===== src/rtl/lcd_write_ctrl.sv =====
// ---------------------------------------------------------------------------
// lcd_write_ctrl
// Accepts 9-bit command/data words from the command queue and sequences the
// HD44780-style 8-bit parallel write: setup, EN pulse, hold, execution wait.
// Optional macro LCD_BUSY_POLL_EN replaces the fixed execution wait with a
// busy-flag read loop bounded by CLR_EXEC_CYC cycles.
// Revision: 1.0
// ---------------------------------------------------------------------------
`default_nettype none

module lcd_write_ctrl #(
  parameter int PWRUP_CYC    = 750000,
  parameter int SETUP_CYC    = 4,
  parameter int EN_CYC       = 24,
  parameter int HOLD_CYC     = 4,
  parameter int EXEC_CYC     = 2000,
  parameter int CLR_EXEC_CYC = 82000
) (
  input  logic       clk,
  input  logic       rst,
  input  logic       WRITE,
  input  logic [8:0] WRDATA,
  output logic       STATUS,
  output logic       LCD_BLON,
  output logic       LCD_RW,
  output logic       LCD_EN,
  output logic       LCD_RS,
  inout  wire  [7:0] LCD_DATA
);

  localparam logic [3:0] ST_PWRUP  = 4'd0;
  localparam logic [3:0] ST_IDLE   = 4'd1;
  localparam logic [3:0] ST_SETUP  = 4'd2;
  localparam logic [3:0] ST_PULSE  = 4'd3;
  localparam logic [3:0] ST_HOLD   = 4'd4;
`ifdef LCD_BUSY_POLL_EN
  localparam logic [3:0] ST_PSETUP = 4'd5;
  localparam logic [3:0] ST_PPULSE = 4'd6;
  localparam logic [3:0] ST_PHOLD  = 4'd7;
`else
  localparam logic [3:0] ST_EXEC   = 4'd5;
  localparam logic [19:0] LD_EXEC  = 20'(EXEC_CYC - 1);
`endif

  // Counter load values: a state lasting N cycles loads N-1 and exits at 0.
  localparam logic [19:0] LD_PWRUP = 20'(PWRUP_CYC - 1);
  localparam logic [19:0] LD_SETUP = 20'(SETUP_CYC - 1);
  localparam logic [19:0] LD_EN    = 20'(EN_CYC - 1);
  localparam logic [19:0] LD_HOLD  = 20'(HOLD_CYC - 1);
  localparam logic [19:0] LD_CLR   = 20'(CLR_EXEC_CYC - 1);

  logic [3:0]  state, state_nx;
  logic [19:0] cnt, cnt_nx;
  logic        busy, busy_nx;
  logic        en, en_nx;
  logic        rw, rw_nx;
  logic        blon;
  logic        rs_lat;
  logic [7:0]  data_lat;
  logic        accept;

`ifdef LCD_BUSY_POLL_EN
  logic [19:0] tmo, tmo_nx;
  logic        bf;
`else
  logic        clr;
`endif

  assign accept = (state == ST_IDLE) && WRITE;

  // State register plus registered outputs, so EN/STATUS/RW never glitch.
  always_ff @(posedge clk) begin
    if (rst) begin
      state <= ST_PWRUP;
      cnt   <= LD_PWRUP;
      busy  <= 1'b1;
      en    <= 1'b0;
      rw    <= 1'b0;
      blon  <= 1'b0;
    end else begin
      state <= state_nx;
      cnt   <= cnt_nx;
      busy  <= busy_nx;
      en    <= en_nx;
      rw    <= rw_nx;
      blon  <= 1'b1;
    end
  end

  // Latch the accepted word; it stays on the bus until the next acceptance.
  always_ff @(posedge clk) begin
    if (rst) begin
      rs_lat   <= 1'b0;
      data_lat <= 8'h00;
`ifndef LCD_BUSY_POLL_EN
      clr      <= 1'b0;
`endif
    end else if (accept) begin
      rs_lat   <= WRDATA[8];
      data_lat <= WRDATA[7:0];
`ifndef LCD_BUSY_POLL_EN
      clr      <= !WRDATA[8] && (WRDATA[7:0] inside {8'h01, 8'h02, 8'h03});
`endif
    end
  end

`ifdef LCD_BUSY_POLL_EN
  // Busy flag sampled on the last EN-high cycle of a read; timeout bounds polling.
  always_ff @(posedge clk) begin
    if (rst) begin
      bf  <= 1'b0;
      tmo <= '0;
    end else begin
      tmo <= tmo_nx;
      if (state == ST_PPULSE && cnt == '0) begin
        bf <= LCD_DATA[7];
      end
    end
  end
`endif

  // Next-state and counter sequencing.
  always_comb begin
    state_nx = state;
    cnt_nx   = cnt - 20'd1;
`ifdef LCD_BUSY_POLL_EN
    tmo_nx   = tmo;
`endif
    case (state)
      ST_PWRUP: begin
        if (cnt == '0) begin
          state_nx = ST_IDLE;
          cnt_nx   = '0;
        end
      end
      ST_IDLE: begin
        cnt_nx = cnt;
        if (WRITE) begin
          state_nx = ST_SETUP;
          cnt_nx   = LD_SETUP;
        end
      end
      ST_SETUP: begin
        if (cnt == '0) begin
          state_nx = ST_PULSE;
          cnt_nx   = LD_EN;
        end
      end
      ST_PULSE: begin
        if (cnt == '0) begin
          state_nx = ST_HOLD;
          cnt_nx   = LD_HOLD;
        end
      end
`ifdef LCD_BUSY_POLL_EN
      ST_HOLD: begin
        if (cnt == '0) begin
          state_nx = ST_PSETUP;
          cnt_nx   = LD_SETUP;
          tmo_nx   = LD_CLR;
        end
      end
      ST_PSETUP, ST_PPULSE, ST_PHOLD: begin
        tmo_nx = tmo - 20'd1;
        if (cnt == '0) begin
          if (state == ST_PSETUP) begin
            state_nx = ST_PPULSE;
            cnt_nx   = LD_EN;
          end else if (state == ST_PPULSE) begin
            state_nx = ST_PHOLD;
            cnt_nx   = LD_HOLD;
          end else if (bf) begin
            state_nx = ST_PSETUP;
            cnt_nx   = LD_SETUP;
          end else begin
            state_nx = ST_IDLE;
            cnt_nx   = '0;
          end
        end
        // Timeout wins over any pending step of the loop.
        if (tmo == '0) begin
          state_nx = ST_IDLE;
          cnt_nx   = '0;
        end
      end
`else
      ST_HOLD: begin
        if (cnt == '0) begin
          state_nx = ST_EXEC;
          cnt_nx   = clr ? LD_CLR : LD_EXEC;
        end
      end
      ST_EXEC: begin
        if (cnt == '0) begin
          state_nx = ST_IDLE;
          cnt_nx   = '0;
        end
      end
`endif
      default: begin
        state_nx = ST_PWRUP;
        cnt_nx   = LD_PWRUP;
      end
    endcase
  end

  // Output decode from the next state; registered in the state process.
  always_comb begin
    busy_nx = (state_nx != ST_IDLE);
`ifdef LCD_BUSY_POLL_EN
    en_nx   = (state_nx == ST_PULSE) || (state_nx == ST_PPULSE);
    rw_nx   = (state_nx == ST_PSETUP) || (state_nx == ST_PPULSE) ||
              (state_nx == ST_PHOLD);
`else
    en_nx   = (state_nx == ST_PULSE);
    rw_nx   = 1'b0;
`endif
  end

  assign STATUS   = busy;
  assign LCD_BLON = blon;
  assign LCD_EN   = en;
  assign LCD_RW   = rw;
  // RS is forced to 0 during busy-flag reads; the bus is released while reading.
  assign LCD_RS   = rw ? 1'b0 : rs_lat;
  assign LCD_DATA = rw ? 8'hzz : data_lat;

endmodule

`default_nettype wire


===== config.mk =====
export PLATFORM = sky130hd
export DESIGN_NAME = lcd_write_ctrl
export DESIGN_NICKNAME = d
export VERILOG_FILES = /design/src/rtl/lcd_write_ctrl.sv
export SDC_FILE = /design/constraint.sdc
export NUM_CORES = 1
export LEC_CHECK = 0
export BUFFER_PORTS_ARGS = -buffer_cell sky130_fd_sc_hd__buf_4
export CORE_ASPECT_RATIO = 1.75
export CORE_MARGIN = 2
export CORE_UTILIZATION = 45
export CTS_BUF_LIST = sky130_fd_sc_hd__clkbuf_2
export CTS_CLUSTER_SIZE = 8
export DETAILED_ROUTE_END_ITERATION = 12
export PLACE_DENSITY = 0.68
export SLEW_MARGIN = 10
export SYNTH_ARGS = -nofsm -noshare
export SYNTH_HDL_FRONTEND = slang
export SYNTH_SLANG_ARGS = --single-unit

===== constraint.sdc =====
create_clock -name clk -period 3.1 [get_ports clk]
set_clock_uncertainty 0.15 [all_clocks]
set_input_delay 0.155 -clock clk [delete_from_list [all_inputs] [get_ports clk]]
set_output_delay 0.155 -clock clk [all_outputs]
set_load 0.005 [all_outputs]

==> results of run 1 <==
[cells by family (layout without fill, tap and decap cells)]
family	Yosys count	after routing	synth area share, %
multiplexers	1	1	0.484
flip-flops	37	37	35.8
buffers and inverters	21	57	4.54
other	1	2	0.181
AO/OA/AOI/OAI	80	80	25.8
adder cells (fa/ha/maj)	2	2	1.21
AND/OR/NAND/NOR	111	111	31.2
XOR/XNOR	2	2	0.847
[critical path: stages]
cell                            delay, ns
sky130_fd_sc_hd__dlygate4sd3_1       0.54
sky130_fd_sc_hd__buf_4               0.14
sky130_fd_sc_hd__nor4_1              0.26
sky130_fd_sc_hd__dlygate4sd3_1       0.60
sky130_fd_sc_hd__o2111ai_1           0.10
sky130_fd_sc_hd__dlygate4sd3_1       0.58
sky130_fd_sc_hd__a21oi_1             0.13
sky130_fd_sc_hd__dlygate4sd3_1       0.54
[metal layers]
metal	global-route usage (%)	wire length, um	up-vias	share of wire [%]
met2	48.8	3430	97	56
met5	0	0	-	0
met4	14.0	196	0	3.2
li1	-	-	1021	-
met1	24.9	2180	1024	35
met3	3.58	335	20	5.5
[stage by stage]
step                      power, mW  hold slack, ns  worst slack (ns)  instances
final                         0.825          0.0451             0.270        343
after global routing          0.858          0.0616             0.152        343
after CTS                     0.794          0.0278             0.369        343
after detailed placement      0.585           0.150             0.597        312
after global placement        0.584           0.147             0.656        312
after floorplan               0.556           0.141             0.939        256
[synthesized netlist by cell type (3+ instances only)]
cell / instances
sky130_fd_sc_hd__a31oi_1: 7
sky130_fd_sc_hd__or4_1: 5
sky130_fd_sc_hd__nor3_1: 9
sky130_fd_sc_hd__o21ai_0: 15
sky130_fd_sc_hd__nand3_1: 6
sky130_fd_sc_hd__dfxtp_1: 37
sky130_fd_sc_hd__a211o_1: 3
sky130_fd_sc_hd__nor2_1: 13
sky130_fd_sc_hd__o211ai_1: 5
sky130_fd_sc_hd__inv_1: 7
sky130_fd_sc_hd__or3_1: 4
sky130_fd_sc_hd__a211oi_1: 3
sky130_fd_sc_hd__nand3b_1: 4
sky130_fd_sc_hd__nor3b_1: 9
sky130_fd_sc_hd__a21oi_1: 22
sky130_fd_sc_hd__nand2_1: 37
sky130_fd_sc_hd__a311oi_1: 3
sky130_fd_sc_hd__a21o_1: 3
sky130_fd_sc_hd__clkbuf_1: 9
sky130_fd_sc_hd__nor4_1: 5
sky130_fd_sc_hd__buf_2: 3
[final cells by class]
type,count,area (sq um)
clock buffer,5,25.0
fill,437,1920
clock inverter,3,17.5
tap,51,63.8
timing repair buffer,42,373
sequential,37,741
multi-input combinational,198,1240
inverter,7,26.3
[sequential cells by signal (all words and copies together) (netlist names)]
register / cells
rs_lat: 1
state: 4
cnt: 20
clr: 1
LCD_BLON: 1
LCD_DATA: 8
LCD_EN: 1
STATUS: 1
[power by group through the flow]
| stage | combinational (mW) | clock, mW | sequential (mW) |
|---|---|---|---|
| after floorplan | 0.0434 | 0 | 0.513 |
| after global placement | 0.0672 | 0 | 0.517 |
| after detailed placement | 0.0679 | 0 | 0.517 |
| after CTS | 0.0670 | 0.230 | 0.497 |
| after global routing | 0.0975 | 0.251 | 0.509 |
| final | 0.0900 | 0.228 | 0.507 |
[worst max path at each step]
stage | startpoint | endpoint | slack (ns) | cells past startpoint
after global placement | cnt[0] | cnt[8] | 0.66 | 7
final | WRDATA[7] | clr | 0.27 | 8
after global routing | WRDATA[7] | clr | 0.15 | 8
after CTS | WRDATA[7] | clr | 0.37 | 8
after detailed placement | cnt[0] | cnt[13] | 0.60 | 7
after floorplan | cnt[0] | cnt[18] | 0.94 | 6
==> results.yml, run 1 <==
critical_path:
  critical_path_required_time_ns: 3.32
  criticalPathCategory: "input port to flop"
  r2r-start: "state[0]"
  r2r_end: "clr"
  timing.reg2reg.worst_path_depth: 7
  r2r_setup_slack_ns: 0.43
  critical_path.endpoint_type: "flop"
  cp_data_arrival_time_ns: 3.05
  crit_fanout: 2
  cp-start-kind: "input port"
min_path:
  min-delay-start: "WRITE"
  hold_path_depth: 4
  worst_hold_path.endpoint: "cnt[3]"
  hold_path_class: "input port to flop"
flow_run:
  drv.max_cap_violation_count: 0
pwr:
  powerDensity_nw_per_um2: 332
  combinationalPowerShare_pct: 10.9
  switching_power_mw: 0.233
  power.internal_mw: 0.591
  power.share.clock_pct: 27.6
  ir_worst_vdd_v: 0.000307
  power_leakage_nw: 0.915
  power.switching_fraction_pct: 28.3
  share_seq_of_total_power_pct: 61.5
global_route:
  grt_pass1_wl_um: 10400
  globalRouteOverflowTotal: 0
  antenna_found_initial: 0
  number_of_global_route_vias_before_repair: 2251
  grt_start_max_net_pins: 20
  grt_use_total_pct: 25.2
yosys:
  number_of_library_cell_types_mapped_by_synthesis: 58
  ys_seq_elements: 37
  synth-seq-area-share_pct: 35.8
  synth.largest_area_cell: "sky130_fd_sc_hd__dfxtp_1"
  asyncSetResetFlopFracSynth_pct: 0
  post_synth.cell_area_avg_sq_um: 8.11
  cells_after_synth: 255
  synthDominantCellAreaShare_pct: 35.8
  synthFlopType: "sky130_fd_sc_hd__dfxtp_1"
  synth-edff-count: 0
  top_area_cells_in_the_synthesized_netlist: "sky130_fd_sc_hd__dfxtp_1 36%, sky130_fd_sc_hd__nand2_1 6.7%, sky130_fd_sc_hd__a21oi_1 5.3%, sky130_fd_sc_hd__o21ai_0 3.6%, sky130_fd_sc_hd__nor3b_1 3.3%"
  synthesis.yosys.warnings: 0
  netlist_area_sq_um: 2070
floorplanning:
  floorplan.die.width_um: 55.2
  floorplan.core_area_sq_um: 4400
  initial_utilization_pct: 47.0
  die_area_sq_um: 5180
  rows: 32
  num_io_pins: 25
  fp.dieH_um: 93.7
clock_network:
  clkSlewWorstSetupHoldPaths_ns: 0.20
  insertion_delay_ns: 0.41
  count_of_hold_buffers_inserted_by_post_cts_repair: 23
  cts_num_sinks: 37
  cts_setup_buffers: 0
  cts_root_buffer: "sky130_fd_sc_hd__clkbuf_2"
  cts_tree: "done"
  clock_tree.buffer_depth: 2
  postCtsResizedCells: 0
  cts_buffers: 5
  cts-htree-levels: 2
sta:
  max_freq_mhz: 353
  rsz_0062_raised_after_global_routing: "no"
  final-hold-violation-count: 0
  fin_tns_setup_ns: 0
  endpoints_failing_setup: 0
  timing_max_transition_violations_final: 0
  period_minus_slack_ns: 2.83
  period_share_pct: 91.3
  worstMarginPinSlew_ns: 0.563
  max-slew-margin-rel_pct: 62.4
finish:
  layout.cell_area.non_filler_sq_um: 2480
  final_core_utilization_pct: 56.4
  most-common-layout-cells: "37 x sky130_fd_sc_hd__dfxtp_1, 37 x sky130_fd_sc_hd__nand2_1, 23 x sky130_fd_sc_hd__dlygate4sd3_1"
  finalNetCount: 305
  post_route_cells_drive_above_1_share_pct: 12.7
  area_growth_syn_to_layout_pct: 20.1
  antenna-diode-count: 0
routing:
  detail_route.wl_per_cell_um: 17.9
  ant_nets: 0
  drtPass1Iterations: 4
  num_vias: 2162
  drt_first_iter_violations: 96
  detail_route.wirelength_um: 6140
  routed_via_density: 6.30
  route.detailed.drc: 0
place:
  buffer_ports.inserted: 15
  dp.final_hpwl_um: 4180
  weighted_congestion_reported_at_the_end_of_routability_driven_placement: 0.896
  detailed_place.area_sq_um: 2210
run_status:
  status: "complete, no violations"
(Power assumes the default switching activity.)
==> inputs of run 2 (changes only) <==
CTS_BUF_LIST = default   (was sky130_fd_sc_hd__clkbuf_2)
==> results.yml, run 2 (same netlist as run 1, synthesis figures left out) <==
pwr:
  power.switching_fraction_pct: 25.4
  ir_worst_vdd_v: 0.000235
  switching_power_mw: 0.243
  power.share.clock_pct: 38.2
  share_seq_of_total_power_pct: 52.8
  powerDensity_nw_per_um2: 387
  total_chip_power_mw: 0.958
  combinationalPowerShare_pct: 9.0
  power_leakage_nw: 0.906
  power.internal_mw: 0.715
finish:
  regMostFlops: "cnt"
  antenna-diode-count: 0
  most-common-layout-cells: "37 x sky130_fd_sc_hd__dfxtp_1, 37 x sky130_fd_sc_hd__nand2_1, 22 x sky130_fd_sc_hd__a21oi_1"
  finalNetCount: 299
  post_route_cells_drive_above_1_share_pct: 13.3
  max_ffs_per_register: 20
  final_core_utilization_pct: 56.3
  area_growth_syn_to_layout_pct: 19.8
  fillCellCount: 435
floorplanning:
  initial_utilization_pct: 47.0
  num_io_pins: 25
  floorplan.core_area_sq_um: 4400
  fp.dieH_um: 93.7
  floorplan.die.width_um: 55.2
  die_area_sq_um: 5180
  rows: 32
critical_path:
  r2r_end: "cnt[13]"
  crit_fanout: 12
  r2r-start: "cnt[0]"
  crit_path_cell_trace: "inv_1, ha_1, nor3b_1, and4b_1, a21o_1, o21ai_0, a211o_1"
  cp_num_buf_inv: 1
  r2r_setup_slack_ns: 0.56
  worst_path_dominant_cell_family: "compound AO/OA/AOI/OAI gates"
  critical_path.endpoint_type: "flop"
  critical_path.startpoint: "cnt[0]"
  cp_data_arrival_time_ns: 2.59
  timing.critical_path.slowest_stage_cell: "sky130_fd_sc_hd__and4b_1"
  critical_path_required_time_ns: 3.15
  cp-start-kind: "flop"
  timing.reg2reg.worst_path_depth: 7
  slowest_delay_ns: 0.51
  criticalPathCategory: "flop to flop"
sta:
  rsz_0062_raised_after_global_routing: "no"
  final-hold-violation-count: 0
  period_minus_slack_ns: 2.54
  endpoints_failing_setup: 0
  timing_max_transition_violations_final: 0
  worstMarginPinSlew_ns: 0.574
  max_freq_mhz: 394
  period_share_pct: 82.0
  max-slew-margin-rel_pct: 61.7
  fin_tns_setup_ns: 0
clock_network:
  cts_root_buffer: "sky130_fd_sc_hd__clkbuf_8"
  cts-htree-levels: 2
  cts_num_sinks: 37
  postCtsResizedCells: 0
  count_of_hold_buffers_inserted_by_post_cts_repair: 17
  cts_setup_buffers: 0
  cts_tree: "done"
  clock_tree.buffer_depth: 2
  cts_buffers: 5
  insertion_delay_ns: 0.30
  clkSlewWorstSetupHoldPaths_ns: 0.08
min_path:
  hold_path_depth: 4
  hold_path_class: "input port to flop"
  min-delay-start: "WRDATA[5]"
  worst_hold_path.endpoint: "clr"
global_route:
  grt_pass1_wl_um: 10100
  grt_start_max_net_pins: 20
  number_of_global_route_vias_before_repair: 2229
  globalRouteOverflowTotal: 0
  grt_use_total_pct: 24.5
  antenna_found_initial: 0
routing:
  detail_route.wl_per_cell_um: 17.6
  drt_first_iter_violations: 63
  num_vias: 2128
  routed_via_density: 6.31
  ant_nets: 0
  drtPass1Iterations: 4
  route.detailed.drc: 0
  detail_route.wirelength_um: 5930
place:
  buffer_ports.inserted: 15
  weighted_congestion_reported_at_the_end_of_routability_driven_placement: 0.896
  dp.final_hpwl_um: 4180
flow_run:
  drv.max_cap_violation_count: 0
run_status:
  status: "complete, no violations"
## run 2: changes by cell type in the layout (fill, tap and decap cells not counted)
cell | before | now
sky130_fd_sc_hd__clkbuf_8 | 0 | 6
sky130_fd_sc_hd__dlygate4sd3_1 | 23 | 17
sky130_fd_sc_hd__clkbuf_2 | 5 | 0
sky130_fd_sc_hd__clkinv_1 | 1 | 0
## run 2: cell type report
cell class,count,area [sq um],share of cell area [%]
multi-input combinational,198,1240,49.9
sequential,37,741,29.9
timing repair buffer,36,313,12.6
clock buffer,6,82.6,3.33
tap,51,63.8,2.58
inverter,7,26.3,1.06
clock inverter,2,13.8,0.556
## run 2: worst max path at each step
stage,end,slack [ns],cells after the start
finish,cnt[13],0.56,7
global route,cnt[5],0.35,7
CTS,cnt[13],0.58,7
detailed placement,cnt[13],0.60,7
global placement,cnt[8],0.66,7
floorplan,cnt[18],0.94,6
## run 2: metal layers
layer	vias to the layer above	global-route usage (%)	wire, um
met2	66	46.2	3200
met4	0	16.5	252
met1	1021	23.8	2240
li1	1014	-	-
met3	27	4.13	240
met5	-	0	0
## run 2: per-stage QoR
stage                     std cells  setup slack, ns  instance area [sq um]  hold slack [ns]
after floorplan                 256            0.939                   2070            0.141
after global placement          312            0.656                   2210            0.147
after detailed placement        312            0.597                   2210            0.150
after CTS                       337            0.582                   2480           0.0164
after global routing            337            0.347                   2480           0.0611
final                           337            0.559                   2480           0.0271
## run 2: worst min-delay path: stages
cell and delay, ns:
sky130_fd_sc_hd__buf_4 0.08, sky130_fd_sc_hd__nor3_1 0.04, sky130_fd_sc_hd__o2111ai_1 0.09, sky130_fd_sc_hd__a21oi_1 0.06
## run 2: power by group through the flow
stage | logic, mW | registers [mW] | clock network, mW
6_report | 0.0863 | 0.506 | 0.366
5_1_grt | 0.0944 | 0.507 | 0.387
4_1_cts | 0.0644 | 0.496 | 0.369
3_5_place_dp | 0.0679 | 0.517 | 0
3_3_place_gp | 0.0672 | 0.517 | 0
2_1_floorplan | 0.0434 | 0.513 | 0
==> inputs of run 3 (changes only) <==
PLACE_DENSITY = 0.71   (was 0.68)
clock period = 2.1 ns   (was 3.1 ns; I/O delays follow)
==> results.yml, run 3 (same netlist as run 1, synthesis figures left out) <==
critical_path:
  cp_num_buf_inv: 1
  critical_path_required_time_ns: 2.12
  cp-start-kind: "flop"
  critical_path.endpoint_type: "flop"
  slowest_delay_ns: 0.56
  cp_data_arrival_time_ns: 2.24
  crit_path_cell_trace: "or4_4, nor3_4, nand3_1, buf_4, a21oi_1, a32oi_1"
  criticalPathCategory: "flop to flop"
  critical_path.startpoint: "cnt[11]"
  worst_path_dominant_cell_family: "simple AND/OR/NAND/NOR gates"
  r2r-start: "cnt[11]"
  timing.critical_path.slowest_stage_cell: "sky130_fd_sc_hd__or4_4"
  crit_fanout: 6
finish:
  regMostFlops: "cnt"
  layout.cell_area.non_filler_sq_um: 3180
  antenna-diode-count: 0
  fin_cells: 403
  finalNetCount: 365
  area_growth_syn_to_layout_pct: 54.0
  max_ffs_per_register: 20
  final_core_utilization_pct: 72.3
  layout_commonest_cell: "sky130_fd_sc_hd__buf_4"
  post_route_cells_drive_above_1_share_pct: 37.5
  most-common-layout-cells: "78 x sky130_fd_sc_hd__buf_4, 36 x sky130_fd_sc_hd__nand2_1, 33 x sky130_fd_sc_hd__dfxtp_1"
sta:
  endpoints_failing_setup: 14
  fin_tns_setup_ns: -0.812
  period_share_pct: 106
  max_freq_mhz: 451
  timing_max_transition_violations_final: 0
  final-hold-violation-count: 0
  setup_slack_ns: -0.117
  period_minus_slack_ns: 2.22
  fin_worst_hold_slack_ns: 0.148
  rsz_0062_raised_after_global_routing: "yes"
min_path:
  hold_path_class: "input port to flop"
  min-delay-start: "WRITE"
global_route:
  grt_start_max_net_pins: 19
  globalRouteOverflowTotal: 0
  grt_use_total_pct: 28.3
  grt_pass1_wl_um: 11300
  antenna_found_initial: 0
  number_of_global_route_vias_before_repair: 2485
floorplanning:
  floorplan.core_area_sq_um: 4400
  rows: 32
  floorplan.die.width_um: 55.2
  die_area_sq_um: 5180
  fp.dieH_um: 93.7
  num_io_pins: 25
  initial_utilization_pct: 47.0
pwr:
  power_leakage_nw: 1.27
  powerDensity_nw_per_um2: 503
  total_chip_power_mw: 1.60
  ir_worst_vdd_v: 0.000574
routing:
  ant_nets: 0
  detail_route.wl_per_cell_um: 19.3
  num_vias: 2562
  detail_route.wirelength_um: 7780
  route.detailed.drc: 0
  drt_first_iter_violations: 142
  routed_via_density: 6.36
  drtPass1Iterations: 6
place:
  detailed_place.area_sq_um: 2640
  post-place-cells: 367
  buffer_ports.inserted: 15
  weighted_congestion_reported_at_the_end_of_routability_driven_placement: 0.948
  dp.final_hpwl_um: 4990
  place_ws_ns: -0.113
clock_network:
  clock_tree.buffer_depth: 2
  cts_tree: "done"
  clkSlewWorstSetupHoldPaths_ns: 0.08
  cts_root_buffer: "sky130_fd_sc_hd__clkbuf_8"
  cts-htree-levels: 2
  insertion_delay_ns: 0.29
  cts_num_sinks: 37
  cts_buffers: 5
run_status:
  status: "finished, violations left"
  violations: "negative setup slack"
flow_run:
  drv.max_cap_violation_count: 0
==> run 3: cell types whose count changed in the layout (fill, tap and decap cells not counted), sizes merged <==
cell         before  now
clkinvlp          0    1
clkinv            2    0
buf              19   83
bufinv            0    1
dlygate4sd3      17   19
==> run 3: report_power, final <==
part	switching (mW)	total, mW	leakage (nW)	internal (mW)
logic	0.0908	0.197	0.909	0.106
clock network	0.273	0.660	0.0574	0.386
registers	0.0212	0.745	0.303	0.723
total	0.385	1.60	1.27	1.22
==> run 3: metal layers <==
metal  track usage [%]  up-vias  part of all wire (%)
met3              4.55       59                   7.0
met2              54.0      169                    52
met1              25.5     1189                    32
met5                 0        -                     0
met4              22.6        0                   8.2
li1                  -     1145                     -
==> run 3: path summary, 6_finish.rpt <==
path	end	slack [ns]	depth (start not counted)
worst min-delay path	cnt[11]	0.15	5
worst max-delay path	cnt[2]	-0.12	6
worst max register to register	cnt[2]	-0.12	6
worst min register to register	cnt[18]	0.34	1
==> run 3: worst min-delay path: stages <==
cell	delay (ns)
sky130_fd_sc_hd__buf_4	0.11
sky130_fd_sc_hd__nor4_1	0.05
sky130_fd_sc_hd__buf_4	0.15
sky130_fd_sc_hd__nand2_1	0.06
sky130_fd_sc_hd__a31oi_1	0.06
==> run 3: final cells by class <==
class	count	area, sq um
well taps	51	63.8
multi-input cells	198	1400
flip-flops and latches	37	746
clock buffers	6	82.6
clock inverters	2	37.5
repair buffers	102	832
fillers	292	1220
inverters	7	26.3
==> run 3: repair_timing <==
| item | CTS | global route |
|---|---|---|
| gates cloned | 0 | 0 |
| setup endpoints to repair | 17 | 23 |
| setup buffers | 4 | 5 |
| hold buffers | 19 | 0 |
| pin swaps | 8 | 9 |
| hold endpoints to repair | 12 | 0 |
| gates resized for setup | 24 | 21 |
